`src/rtl/header.sv`:
```
// Shared loader types and constants for the program loader slice.
package header;

  typedef enum logic [1:0] {
    IDLE,
    LOAD,
    FILL,
    DONE
  } loader_state_t;

  localparam logic [31:0] STALL_INSTRUCTION = 32'h0C00_0000;
  localparam logic [7:0]  PROGRAM_START     = 8'h00;

endpackage

```
`src/rtl/program_word_packer.sv`:
```
// Packs a byte stream big-endian into 32-bit words.
module program_word_packer (
  input  logic        clk,
  input  logic        rst,
  input  logic        flush,
  input  logic        byte_valid,
  input  logic [7:0]  byte_data,
  output logic        word_valid,
  output logic [31:0] word
);

  logic [1:0]  lane;
  logic [23:0] acc;

  assign word_valid = byte_valid && (lane == 2'd3);
  assign word       = {acc, byte_data};

  always_ff @(posedge clk or negedge rst) begin
    if (!rst) begin
      lane <= 2'd0;
      acc  <= 24'd0;
    end else begin
      if (byte_valid)
        acc <= {acc[15:0], byte_data};
      if (flush || word_valid)
        lane <= 2'd0;
      else if (byte_valid)
        lane <= lane + 2'd1;
    end
  end

endmodule

```
`src/rtl/program_loader.sv`:
```
// Streams a program image into instruction memory, fills the rest,
// and holds the CPU in reset until the image is complete.
module program_loader
  import header::*;
#(
  parameter logic [7:0]  PROGRAM_START = header::PROGRAM_START,
  parameter logic [31:0] FILL_WORD     = STALL_INSTRUCTION
) (
  input  logic        clk,
  input  logic        rst,
  input  logic        start,
  input  logic        in_valid,
  input  logic [7:0]  in_data,
  input  logic        in_last,
  output logic        in_ready,
  output logic [7:0]  prog_address,
  output logic        prog_write_enable,
  output logic [0:31] prog_wdata,
  output logic        cpu_run,
  output logic        done,
  output logic        error,
  output logic [8:0]  word_count
);

  loader_state_t state;
  logic [8:0]    next_addr;
  logic          xfer;
  logic          full;
  logic          restart;
  logic          flush;
  logic          word_valid;
  logic [31:0]   word;

  assign xfer    = in_valid & in_ready;
  // Bit 8 set means every address up to 8'hFF is used.
  assign full    = next_addr[8];
  assign restart = start & ((state == IDLE) | (state == DONE));
  assign flush   = restart | (xfer & in_last);

  program_word_packer u_packer (
    .clk        (clk),
    .rst        (rst),
    .flush      (flush),
    .byte_valid (xfer & ~full),
    .byte_data  (in_data),
    .word_valid (word_valid),
    .word       (word)
  );

  always_ff @(posedge clk or negedge rst) begin
    if (!rst) begin
      state             <= IDLE;
      next_addr         <= {1'b0, PROGRAM_START};
      in_ready          <= 1'b0;
      prog_address      <= PROGRAM_START;
      prog_write_enable <= 1'b0;
      prog_wdata        <= 32'd0;
      cpu_run           <= 1'b0;
      done              <= 1'b0;
      error             <= 1'b0;
      word_count        <= 9'd0;
    end else begin
      prog_write_enable <= 1'b0;
      unique case (state)
        IDLE, DONE: begin
          if (start) begin
            state      <= LOAD;
            next_addr  <= {1'b0, PROGRAM_START};
            in_ready   <= 1'b1;
            cpu_run    <= 1'b0;
            done       <= 1'b0;
            error      <= 1'b0;
            word_count <= 9'd0;
          end
        end
        LOAD: begin
          if (word_valid) begin
            prog_write_enable <= 1'b1;
            prog_address      <= next_addr[7:0];
            prog_wdata        <= word;
            next_addr         <= next_addr + 9'd1;
            word_count        <= word_count + 9'd1;
          end
          if (xfer && full)
            error <= 1'b1;
          if (xfer && in_last) begin
            in_ready <= 1'b0;
            if (!word_valid && !full)
              error <= 1'b1;
            if (full) begin
              state   <= DONE;
              done    <= 1'b1;
              cpu_run <= 1'b1;
            end else begin
              state <= FILL;
            end
          end
        end
        FILL: begin
          if (full) begin
            state   <= DONE;
            done    <= 1'b1;
            cpu_run <= 1'b1;
          end else begin
            prog_write_enable <= 1'b1;
            prog_address      <= next_addr[7:0];
            prog_wdata        <= FILL_WORD;
            next_addr         <= next_addr + 9'd1;
          end
        end
        default: state <= IDLE;
      endcase
    end
  end

endmodule

```
`config.mk`:
```
export PLATFORM = sky130hd
export DESIGN_NAME = program_loader
export DESIGN_NICKNAME = d
export VERILOG_FILES = /design/src/rtl/header.sv /design/src/rtl/program_word_packer.sv /design/src/rtl/program_loader.sv
export SDC_FILE = /design/constraint.sdc
export NUM_CORES = 1
export LEC_CHECK = 0
export CORE_ASPECT_RATIO = 1.25
export CORE_MARGIN = 2
export CORE_UTILIZATION = 57
export DETAILED_ROUTE_END_ITERATION = 8
export PLACE_DENSITY = 0.85
export SYNTH_ARGS = -nofsm -noshare
export SYNTH_HDL_FRONTEND = slang
export SYNTH_SLANG_ARGS = --single-unit
```
`constraint.sdc`:
```
create_clock -name clk -period 5.65 [get_ports clk]
set_input_delay 0.8475 -clock clk [delete_from_list [all_inputs] [get_ports clk]]
set_output_delay 0.8475 -clock clk [all_outputs]
set_load 0.01 [all_outputs]
```
### After elaboration in Yosys (flattened, before gate mapping)

Index checks and enable logic that the tools add are counted.

| cells by class | value |
|---|---|
| $add $sub $neg | 3 |
| equal/unequal tests | 9 |
| mux-type cells | 36 |
| bitwise operators | 7 |
| reduce and logical (&&, ||, !) cells | 20 |

Operator list:

| cell | count |
|---|---|
| $mux W32 | 2 |
| $pmux W32 S2 | 1 |
| $mux W9 | 4 |
| $pmux W9 S3 | 1 |
| $add A9 B1 Y9 const B | 2 |
| $pmux W9 S2 | 1 |
| $mux W8 | 2 |
| $pmux W8 S2 | 1 |
| $reduce_and A3 Y1 | 5 |
| $mux W1 | 13 |
| $mux W2 | 5 |
| $ne A2 B2 Y1 const B | 4 |
| $eq A2 B2 Y1 const B | 3 |
| $pmux W1 S2 | 3 |
| $pmux W1 S3 | 2 |
| $pmux W2 S3 | 1 |
| $reduce_and A2 Y1 | 3 |
| $reduce_bool A2 Y1 | 3 |
| $and A1 B1 Y1 | 4 |
| $logic_and A1 B1 Y1 | 4 |
| $add A2 B1 Y2 const B | 1 |
| $eq A2 B1 Y1 const B | 1 |
| $logic_not A1 Y1 | 2 |
| $logic_not A2 Y1 | 1 |
| 5 further kinds | 6 |

| word-level totals | value |
|---|---|
| flip-flop bits (word level) | 91 |
| input bits | 13 |
| output and inout port bits | 54 |
| logic and storage cells | 88 |

### Logic depth before layout (Yosys ltp)

Gate-level depths: netlist of run 1.

| depth | value |
|---|---|
| word-level depth | 8 |
| gate-level depth with buffers | 8 |

### Hierarchy

Synthesis of run 1 repeated with hierarchy kept, for this count alone.

| second synthesis, totals | value |
|---|---|
| cells, all modules | 399 |
| area, all modules | 4,152.7 um2 |

By module, submodules not included:

| module | times used | cells each | area each (um2) | sequential area each (um2) |
|---|---|---|---|---|
| program_loader | 1 | 330 | 3,095.5 | 1,626.6 |
| program_word_packer | 1 | 69 | 1,057.3 | 650.6 |

### Worst setup path before layout of run 1

Ideal clock, no wire load.

| path | value |
|---|---|
| path kind | input port to flip-flop |
| start | input in_valid |
| end | register next_addr[2] |
| arrival time | 1.765 ns |
| path slack | 3.764 ns |
| stages on the path | 5 |
| cell sequence | nand4b_1 -> buf_4 -> a221oi_4 -> o21ai_1 -> a22o_1 |

| on the way | value |
|---|---|
| word-level cells in the longest chain between the ends | 5 |

Ends and longest elaborated chain:

| item | RTL line | source |
|---|---|---|
| start, declared | program_loader.sv:12 | `input logic in_valid,` |
| $and A1 B1 Y1 | program_loader.sv:34 | `assign xfer = in_valid & in_ready;` |
| $and A1 B1 Y1 | program_loader.sv:44 | `.byte_valid (xfer & ~full),` |
| $logic_and A1 B1 Y1 | program_word_packer.sv:15 | `assign word_valid = byte_valid && (lane == 2'd3);` |
| $ne A2 B1 Y1 (no source line) | n/a |  |
| $reduce_and A3 Y1 (no source line) | n/a |  |
| end signal, assigned | program_loader.sv:53 | `next_addr <= {1'b0, PROGRAM_START};` |
| end signal, assigned | program_loader.sv:68 | `next_addr <= {1'b0, PROGRAM_START};` |
| end signal, assigned | program_loader.sv:81 | `next_addr <= next_addr + 9'd1;` |
| end, declared | program_loader.sv:26 | `logic [8:0] next_addr;` |

No other way between the ends.
A chain may end at the register's enable or synchronous reset.

### Final worst setup path of run 1

| path | value |
|---|---|
| start | input in_valid |
| end | register prog_wdata[24] (netlist bit) |

| on the way | value |
|---|---|
| word-level cells in the longest chain between the ends | 5 |

Ends and longest elaborated chain:

| item | RTL line | source |
|---|---|---|
| $and A1 B1 Y1 | program_loader.sv:34 |  |
| $and A1 B1 Y1 | program_loader.sv:44 |  |
| $logic_and A1 B1 Y1 | program_word_packer.sv:15 |  |
| $ne A2 B1 Y1 (no source line) | n/a |  |
| $reduce_and A3 Y1 (no source line) | n/a |  |
| end signal, assigned | program_loader.sv:80 | `prog_wdata <= word;` |
| end, declared | program_loader.sv:18 | `output logic [0:31] prog_wdata,` |

No other way between the ends.

==> results of run 1 <==
[synthesized netlist by cell type (5+ instances only)]
library cell / instances / share of area (%)
nor3_1: 7 / 0.89
a21oi_1: 9 / 1.1
a211oi_1: 5 / 0.95
a22o_1: 36 / 8.0
o21ai_1: 5 / 0.63
nand4_1: 5 / 0.79
inv_1: 13 / 1.2
o21ai_0: 9 / 1.1
ha_1: 6 / 1.9
nor2_1: 7 / 0.66
clkbuf_1: 8 / 0.76
nor2b_1: 5 / 0.79
mux2_1: 8 / 2.3
buf_2: 9 / 1.1
dfrtp_1: 91 / 58
nand2_1: 89 / 8.4
nand3_1: 7 / 0.89
[power breakdown]
part | leakage [nW] | switching [W] | internal, W | total [W]
clock network | 0.0923 | 0.000234 | 0.000207 | 0.000441
logic | 0.967 | 0.000434 | 0.000251 | 0.000684
registers | 1.21 | 0.000101 | 0.000777 | 0.000878
total | 2.27 | 0.000768 | 0.00123 | 0.00200
[state kept, by name, summed over array words and instances (netlist names), 2 cells and up]
name and count:
prog_wdata 32, word_count 9, prog_address 8, u_packer.lane 2
u_packer.acc 24, state 2, next_addr 9
[cell families after synthesis]
kind of cell | count (synthesis) | synth area share, %
AND/OR/NAND/NOR | 136 | 15.31
buffers and inverters | 34 | 3.890
AO/OA/AOI/OAI | 90 | 18.28
adder cells (fa/ha/maj) | 6 | 1.897
multiplexers | 11 | 3.068
flip-flops | 91 | 57.56
[metrics by stage]
step / hold WS [ns] / util, % / power [W] / std cells
after floorplan: 0.4467 / - / 0.001369 / 368
after global placement: 0.4624 / 69.89 / 0.001545 / 503
after detailed placement: 0.4717 / 69.89 / 0.001575 / 503
after CTS: 0.3882 / 72.88 / 0.002011 / 519
after global routing: 0.4044 / 72.88 / 0.002144 / 519
final: 0.3897 / 72.88 / 0.002003 / 519
[critical path: cells and delay by family]
family | cells | cell delay (ns)
simple gates | 3 | 1.78
buf+inv | 1 | 0.51
compound gates | 1 | 0.26
[layout make-up]
cell class / instances / share of cell area [%]
Timing Repair Buffer: 68 / 13.89
Inverter: 14 / 1.085
Clock inverter: 7 / 1.550
Sequential cell: 91 / 47.00
Tap cell: 87 / 2.247
Clock buffer: 9 / 2.557
Multi-Input combinational cell: 243 / 31.66
[metal layers]
| layer | vias up | part of all wire (%) |
|---|---|---|
| li1 | 1420 | - |
| met1 | 1526 | 43 |
| met2 | 82 | 52 |
| met3 | 12 | 3.7 |
| met4 | 0 | 1.4 |
| met5 | - | 0 |
[worst max path at each step]
stage	from	to	slack (ns)	depth (start not counted)
global placement	in_valid	prog_wdata[5]	2.21	5
floorplan	in_valid	next_addr[2]	3.76	5
global route	in_valid	prog_wdata[4]	2.24	5
detailed placement	in_valid	prog_wdata[24]	2.15	5
CTS	in_valid	prog_wdata[24]	2.52	5
finish	in_valid	prog_wdata[24]	2.52	5
==> results by group, run 1 <==
Outcome
  • Status: finished clean

Detailed routing
  • Vias: 3,040
  • DRC Markers: 0
  • Antenna Nets Post-Route: 0
  • Drt pass-1 iters: 4
  • Routed len/inst: approximately 16 microns
  • Drt total wl: 8262 microns
  • Iteration-0 DRC Markers: between 200 and 300
  • Via density: just under 6

Logic synthesis
  • Post-Syn Area: about 4000 sq um
  • #FFs+latches synth: 91
  • Synth async-reset ratio: 100.0%
  • Post-Syn Instances: about 370
  • Synth cell types: 48
  • Yosys warning count: 0
  • Sequential fraction of the synthesis area: a little under three fifths
  • Post-synth EDFFs: 0
  • Ys flop type: dfrtp_1
  • Post-Syn Area per Cell: 10.75 sq um
  • Synthesized Nets: roughly 390

STA
  • Skew final: about 0.0073 ns
  • Worst-Margin Slew: between 1 and 1.5 ns
  • Fin crit period: approximately 3.1 ns
  • Worst relative slew slack: a little under a quarter
  • Fin Setup TNS: 0 ns
  • Slew Viols, Final: 0
  • Final Hold Fails: 0
  • Fin crit share: between 50 and 60%
  • # setup viols final: 0
  • RSZ-0062 raised after global routing: no
  • Fmax: approximately 320 MHz
  • Setup ws final: 2.517 ns

Floorplanning
  • Initial Util: roughly three fifths
  • Row Count: 33
  • IO Count: between 60 and 70
  • Die area: 7627 sq um
  • Die Wd: just under 80 microns
  • Die Ht: slightly below 100 microns
  • Core area: about 6600 sq um

Clock network
  • Setup bufs post-CTS: 0
  • Cts repair resizes: 0
  • CTS sink cnt: between 90 and 100
  • Hold buffers post-CTS: 0
  • Root buf cell: clkbuf_8
  • CTS tree: built
  • Clock Path Buffers: 2
  • Total CTS buffers: 9
  • H-tree depth: 3
  • Clk Latency, worst-skew pair: around 0.36 ns
  • Clock Pin Slew Worst Setup and Hold Paths: about 0.09 ns

Hold path
  • Hold Crit Class: in2async

Final layout
  • Post-route cell area: between 4000 and 5000 sq um
  • Most common cell after layout, fill and taps aside: dfrtp_1
  • Layout cells sized above 1: a little under 7%
  • Area Growth Syn to Fin: 22.45%
  • Diode count: 0
  • Multi-input logic area: 1534 sq um
  • Register Area: 2277 sq um
  • Fillers: 464
  • NumNets Final: roughly 450
  • Commonest cells after routing, fill and taps aside: 91 x dfrtp_1, 89 x nand2_1, 65 x clkdlybuf4s50_1, 36 x a22o_1, 13 x inv_1

Place
  • RD Place Congestion: ~0.84
  • Post-place setup slack: between 2 and 2.5 ns
  • Hpwl dp: approximately 5800 microns
  • Port Buf Inserts: 66
  • Placed Area: between 4000 and 5000 sq um

Worst setup path
  • Worst r2r path cells: 7
  • Max FO, Critical Path: 32
  • Worst R2R Setup Slack: ~2.8 ns
  • Critical path startpoint category: input port
  • Cells along the critical path: clkdlybuf4s50_1 -> and2_2 -> nand2_1 -> nor3_4 -> a22o_1
  • Crit path largest cell delay: about 1.1 ns
  • Slowest cell on crit path: nor3_4
  • Worst reg2reg endpoint: prog_address[1]
  • Setup CP Type: in2reg
  • R2R Path Start: state[1]
  • CP Capture Type: register
  • WP data required: 5.94 ns
  • Critical Path AT: about 3.4 ns

Global route
  • Initial antenna violation count: 0
  • Busiest layer in global routing: met2
  • Met3 usage: under 10%
  • Grt met2 use: about two fifths
  • Met1 Use GR: a little under a third
  • Number of global-route vias before repair: between 3,000 and 4,000
  • Largest net degree at the start of global routing: 65
  • Total grt overflow: 0
  • First-pass GRT wire length: ~14,000 microns
  • Total GRT Usage: 23.63%

Power
  • Peak VDD IR: 0.0002672 V
  • Pwr dens: 413.5 nW/um^2
  • P_leak: 2.273 nW

Job
  • Max-cap viol count: 0
(Power assumes the default switching activity.)
==> run 2, diff against run 1 <==
CORE_UTILIZATION = 48   (was 57)
PLACE_DENSITY = 0.76   (was 0.85)
clock period = 2.84 ns   (was 5.65 ns; I/O delays follow)
==> run 2 against run 1 <==
Count of clock-buffer cells in the layout is the same. Register-to-register slack lost 2.1 ns. Sequential power is 97% higher. Hold slack lost 0.37 ns. Clock power increased by 120%.
==> results by group, run 2 (synthesized netlist as in run 1, its figures left out) <==
Outcome
  • Status: finished clean

STA
  • Worst-Margin Slew: 0.4944 ns (-0.6557 ns)
  • Skew final: 0.01046 ns (+0.003162 ns)
  • Fin crit period: 2.110 ns
  • Final Hold Fails: 0 (unchanged)
  • Worst relative slew slack: 67.04% (+44 points)
  • RSZ-0062 raised after global routing: no
  • # setup viols final: 0 (unchanged)
  • Slew Viols, Final: 0 (unchanged)
  • Setup ws final: 0.7297 ns (-1.787 ns)
  • Fin crit share: 74.31%
  • Fin Setup TNS: 0 ns (unchanged)
  • Fmax: between 400 and 500 MHz

Place
  • RD Place Congestion: 0.8486 (+1.6%)
  • Placed Area: 4716 sq um (+1.5%)
  • Port Buf Inserts: 66 (unchanged)
  • Post-place setup slack: 0.7197 ns (-1.433 ns)
  • Hpwl dp: 5661 microns (-2.4%)

Global route
  • Total GRT Usage: 19.92% (-3.7 points)
  • First-pass GRT wire length: 14,240 microns (-1.3%)
  • Total grt overflow: 0 (unchanged)
  • Busiest layer in global routing: met2
  • Met3 usage: 3.054% (-0.76 points)
  • Grt met2 use: 32.14% (-7.6 points)
  • Largest net degree at the start of global routing: 56 (-14%)
  • Met1 Use GR: 26.99% (-4.1 points)
  • Number of global-route vias before repair: 2,941 (-3.0%)
  • Initial antenna violation count: 0 (unchanged)

Detailed routing
  • Via density: 5.602 (-4.4%)
  • Vias: 2,997 (-1.4%)
  • Drt total wl: 8259 microns (about the same)
  • Iteration-0 DRC Markers: 177 (-39%)
  • DRC Markers: 0 (unchanged)
  • Routed len/inst: 15.44 microns (-3.0%)
  • Antenna Nets Post-Route: 0 (unchanged)
  • Drt pass-1 iters: 4 (unchanged)

Worst setup path
  • Critical Path AT: 2.36 ns (-1.06 ns)
  • R2R Path Start: state[0]
  • WP data required: 3.09 ns (-2.85 ns)
  • Cells along the critical path: ha_1 -> inv_1 -> o31ai_1 -> nand2_1 -> buf_4 -> mux2_1
  • CP Capture Type: register
  • Worst R2R Setup Slack: 0.73 ns (-2.08 ns)
  • Critical path startpoint category: register
  • Crit path largest cell delay: 0.41 ns (-0.69 ns)
  • CP top delay family: buffers and inverters
  • Slowest cell on crit path: dfrtp_1
  • Buf/Inv on CP: 2 (+1)
  • Worst reg2reg endpoint: prog_address[0]
  • Max FO, Critical Path: 40 (+25%)
  • Setup CP Type: reg2reg
  • Worst r2r path cells: 6 (-1)

Floorplanning
  • Die area: 8989 sq um (+18%)
  • Row Count: 37 (+12%)
  • IO Count: 67 (unchanged)
  • Core area: 8102 sq um (+22%)
  • Die Ht: 105.5 microns (+8.6%)
  • Die Wd: 85.20 microns (+8.5%)
  • Initial Util: 48.83% (-11 points)

Final layout
  • Most common cell after layout, fill and taps aside: dfrtp_1
  • Max reg flops: 32 (unchanged)
  • Commonest cells after routing, fill and taps aside: 91 x dfrtp_1, 89 x nand2_1, 65 x clkdlybuf4s50_1, 36 x a22o_1, 13 x inv_1
  • Layout cells sized above 1: 8.219% (+1.3 points)
  • NumNets Final: 452 (+1.3%)
  • Post-route cell area: 4937 sq um (+1.9%)
  • Top reg by flops: prog_wdata
  • Diode count: 0 (unchanged)
  • Area Growth Syn to Fin: 24.79%
  • Fin util: 60.94% (-12 points)
  • Top flop regs: prog_wdata (32), u_packer.acc (24)

Power
  • P_leak: 2.321 nW (+2.1%)
  • Pwr dens: 829.7 nW/um^2 (+100%)
  • Peak VDD IR: 0.0008451 V (+220%)

Clock network
  • CTS tree: built
  • Cts repair resizes: 0 (unchanged)
  • Clk Latency, worst-skew pair: 0.36 ns (about the same)
  • H-tree depth: 3 (unchanged)
  • Clock Path Buffers: 2 (unchanged)
  • Root buf cell: clkbuf_8
  • Total CTS buffers: 9 (unchanged)
  • Setup bufs post-CTS: 0 (unchanged)
  • Hold buffers post-CTS: 0 (unchanged)
  • CTS sink cnt: 91 (unchanged)
  • Clock Pin Slew Worst Setup and Hold Paths: 0.09 ns (about the same)

Hold path
  • Hold Crit Class: in2async

Job
  • Max-cap viol count: 0 (unchanged)
## run 2: report_power, final
part,leakage [nW],internal [W],switching (W)
registers,1.21,0.00155,0.000189
clock network,0.106,0.000500,0.000468
logic,1.00,0.000527,0.000866
## run 2: final cells by class
class                           instances  area (sq um)
Fill cell                             667          3164
Clock buffer                            9         123.9
Sequential cell                        91          2277
Timing Repair Buffer                   74         730.7
Multi-Input combinational cell        243          1534
Tap cell                               97         121.4
Inverter                               14         52.55
Clock inverter                          7         97.59
## run 2: routing by layer
metal | part of all wire (%) | vias up
met5 | 0 | -
met2 | 50 | 85
met3 | 4.8 | 9
met1 | 43 | 1467
met4 | 1.5 | 0
li1 | - | 1436
## run 2: worst max path at each step
stage,startpoint,endpoint,slack (ns),depth (start not counted)
floorplan,state[0],word_count[5],1.07,7
global placement,in_valid,next_addr[6],0.75,6
detailed placement,in_valid,next_addr[6],0.72,6
CTS,state[0],prog_address[0],0.72,6
global route,state[0],prog_address[7],0.58,6
finish,state[0],prog_address[0],0.73,6
## run 2: per-stage QoR
step	hold WS [ns]	std cells	power (W)
global placement	0.4108	519	0.003106
finish	0.01909	535	0.004096
CTS	0.02075	535	0.004143
floorplan	0.1304	368	0.002724
global route	0.05356	535	0.004383
detailed placement	0.4193	519	0.003163
==> run 3, diff against run 2 <==
clock period = 1.8 ns   (was 2.84 ns; I/O delays follow)
==> run 3 against run 2 <==
The run now ends with setup timing left. Sequential power grew 59%. Global-route usage up 1.7 points. Wire length grew 14%. Combinational power grew 110%. Cell count grew 6.5%. Utilization is 5.5 points higher. Via count rose by 7.8%. Die area stayed put. Count of clock-buffer cells in the layout increased by 2. Maximum frequency grew 16%. Setup slack got worse by 0.75 ns. Critical path depth up 1.
==> results by group, run 3 (synthesized netlist as in run 1, its figures left out) <==
STA
  • Fin crit share: 100.9% (+27 points)
  • # setup viols final: 1 (+1)
  • Worst relative slew slack: 75.87% (+8.8 points)
  • Setup ws final: -0.01707 ns (-0.7468 ns)
  • Slew Viols, Final: 0 (unchanged)
  • Fmax: 550.3 MHz (+16%)
  • RSZ-0062 raised after global routing: yes
  • Final Hold Fails: 0 (unchanged)
  • Worst-Margin Slew: 0.3619 ns (-0.1324 ns)
  • Fin crit period: 1.817 ns (-0.2932 ns)
  • Hold_ws: 0.4004 ns (+0.3813 ns)
  • Skew final: 0.01082 ns (+0.0003616 ns)

Detailed routing
  • Antenna Nets Post-Route: 0 (unchanged)
  • Drt total wl: 9448 microns (+14%)
  • Via density: 5.668 (+1.2%)
  • Iteration-0 DRC Markers: 158 (-11%)
  • Vias: 3,231 (+7.8%)
  • Drt pass-1 iters: 7 (+3)
  • Routed len/inst: 16.58 microns (+7.4%)
  • DRC Markers: 0 (unchanged)

Place
  • Placed Area: 4949 sq um (+4.9%)
  • Port Buf Inserts: 66 (unchanged)
  • Hpwl dp: 6180 microns (+9.2%)
  • RD Place Congestion: 0.8929 (+5.2%)

Worst setup path
  • Critical path startpoint category: register
  • Setup CP Type: reg2reg
  • Critical Path AT: 2.08 ns (-0.28 ns)
  • CP Capture Type: register
  • WP data required: 2.06 ns (-1.03 ns)
  • Worst R2R Setup Slack: -0.02 ns (-0.75 ns)
  • Max FO, Critical Path: 5 (-88%)

Power
  • Switch Pwr: 0.002636 W (+73%)
  • Sw frac: 35.68% (-1.5 points)
  • Clock power share: 22.6% (-1.0 points)
  • Int Pwr: 0.004753 W (+85%)
  • P_leak: 2.529 nW (+9.0%)
  • Pwr dens: 1374 nW/um^2 (+66%)
  • Sequential Power Share: 37.3% (-5.1 points)
  • Comb power frac: 40.1% (+6.1 points)
  • Peak VDD IR: 0.001139 V (+35%)

Global route
  • Initial antenna violation count: 0 (unchanged)
  • Total GRT Usage: 21.65% (+1.7 points)
  • First-pass GRT wire length: 15,470 microns (+8.6%)
  • Number of global-route vias before repair: 3,057 (+3.9%)
  • Largest net degree at the start of global routing: 57 (+1.8%)
  • Total grt overflow: 0 (unchanged)

Final layout
  • NumNets Final: 488 (+8.0%)
  • Max reg flops: 32 (unchanged)
  • Layout cells sized above 1: 17.97% (+9.8 points)
  • Diode count: 0 (unchanged)
  • Commonest cells after routing, fill and taps aside: 91 x dfrtp_1, 88 x nand2_1, 65 x clkdlybuf4s50_1, 37 x buf_4, 36 x a22o_1
  • Most common cell after layout, fill and taps aside: dfrtp_1
  • Post-route cell area: 5379 sq um (+8.9%)
  • Top flop regs: prog_wdata (32), u_packer.acc (24)
  • Area Growth Syn to Fin: 35.96%
  • Top reg by flops: prog_wdata

Floorplanning
  • IO Count: 67 (unchanged)
  • Die Wd: 85.20 microns (unchanged)
  • Die Ht: 105.5 microns (unchanged)
  • Die area: 8989 sq um (unchanged)
  • Initial Util: 48.83% (unchanged)
  • Core area: 8102 sq um (unchanged)
  • Row Count: 37 (unchanged)

Clock network
  • Root buf cell: clkbuf_8
  • H-tree depth: 3 (unchanged)
  • Total CTS buffers: 9 (unchanged)
  • CTS sink cnt: 91 (unchanged)
  • CTS tree: built
  • Clock Path Buffers: 2 (unchanged)
  • Clock Pin Slew Worst Setup and Hold Paths: 0.09 ns (about the same)
  • Clk Latency, worst-skew pair: 0.37 ns (about the same)

Hold path
  • Hold Crit Class: in2async

Outcome
  • Status: finished with violations
  • Failing checks: setup timing

Job
  • Max-cap viol count: 0 (unchanged)
==> run 3: per-layer routing <==
layer  GRT usage [%]  part of all wire (%)
met4           8.050                   1.7
met3           4.620                   4.0
met2           35.21                    52
met5               0                     0
met1           28.46                    43
==> run 3: worst max-delay path, cell delays in order, from the launching register on <==
cell     delay (ns)
dfrtp_1        0.47
inv_2          0.07
ha_4           0.22
nor2b_4        0.12
buf_6          0.13
a221o_1        0.33
a21o_1         0.18
a22o_1         0.20
==> run 3: area by class of cell <==
class	count	area [sq um]
inverters	14	52.55
fillers	611	2723
multi-input cells	243	1635
clock inverters	4	98.84
clock buffers	11	141.4
well taps	97	121.4
flip-flops and latches	91	2277
repair buffers	110	1052
==> run 3: worst paths after layout <==
path	from	endpoint	depth (start not counted)
worst min-delay path	rst	prog_wdata[13]	3
worst max register to register	state[0]	next_addr[6]	7
worst min register to register	u_packer.acc[22]	u_packer.acc[22]	2
min in group clk	in_data[1]	u_packer.acc[1]	3
worst max-delay path	state[0]	next_addr[6]	7
max in group asynchronous	rst	prog_wdata[23]	3
==> run 3: power by group through the flow <==
stage | clock [W] | sequential (W) | combinational (W)
3_5_place_dp | 0 | 0.00277 | 0.00261
4_1_cts | 0.00170 | 0.00273 | 0.00283
6_report | 0.00167 | 0.00275 | 0.00296
2_1_floorplan | 0 | 0.00273 | 0.00156
3_3_place_gp | 0 | 0.00274 | 0.00252
5_1_grt | 0.00178 | 0.00281 | 0.00325
==> run 3: what timing repair did <==
item	4_1_cts	5_1_grt
gates cloned	0	0
resized for setup	11	12
endpoints found under the hold margin	91	0
hold buffers	1	0
setup buffers	6	3
pin swaps	7	13
endpoints found under the setup margin	43	34
==> run 3: stage by stage <==
| stage | setup WS, ns | TNS (ns) | instances | power, W | utilization [%] |
|---|---|---|---|---|---|
| floorplan | 0.02558 | 0 | 368 | 0.004298 | - |
| global placement | -0.1120 | -1.592 | 545 | 0.005265 | 61.08 |
| detailed placement | -0.1565 | -3.356 | 545 | 0.005379 | 61.08 |
| CTS | 0.003162 | 0 | 567 | 0.007261 | 65.25 |
| global route | -0.07463 | -0.7602 | 570 | 0.007837 | 66.39 |
| finish | -0.01707 | -0.01707 | 570 | 0.007389 | 66.39 |
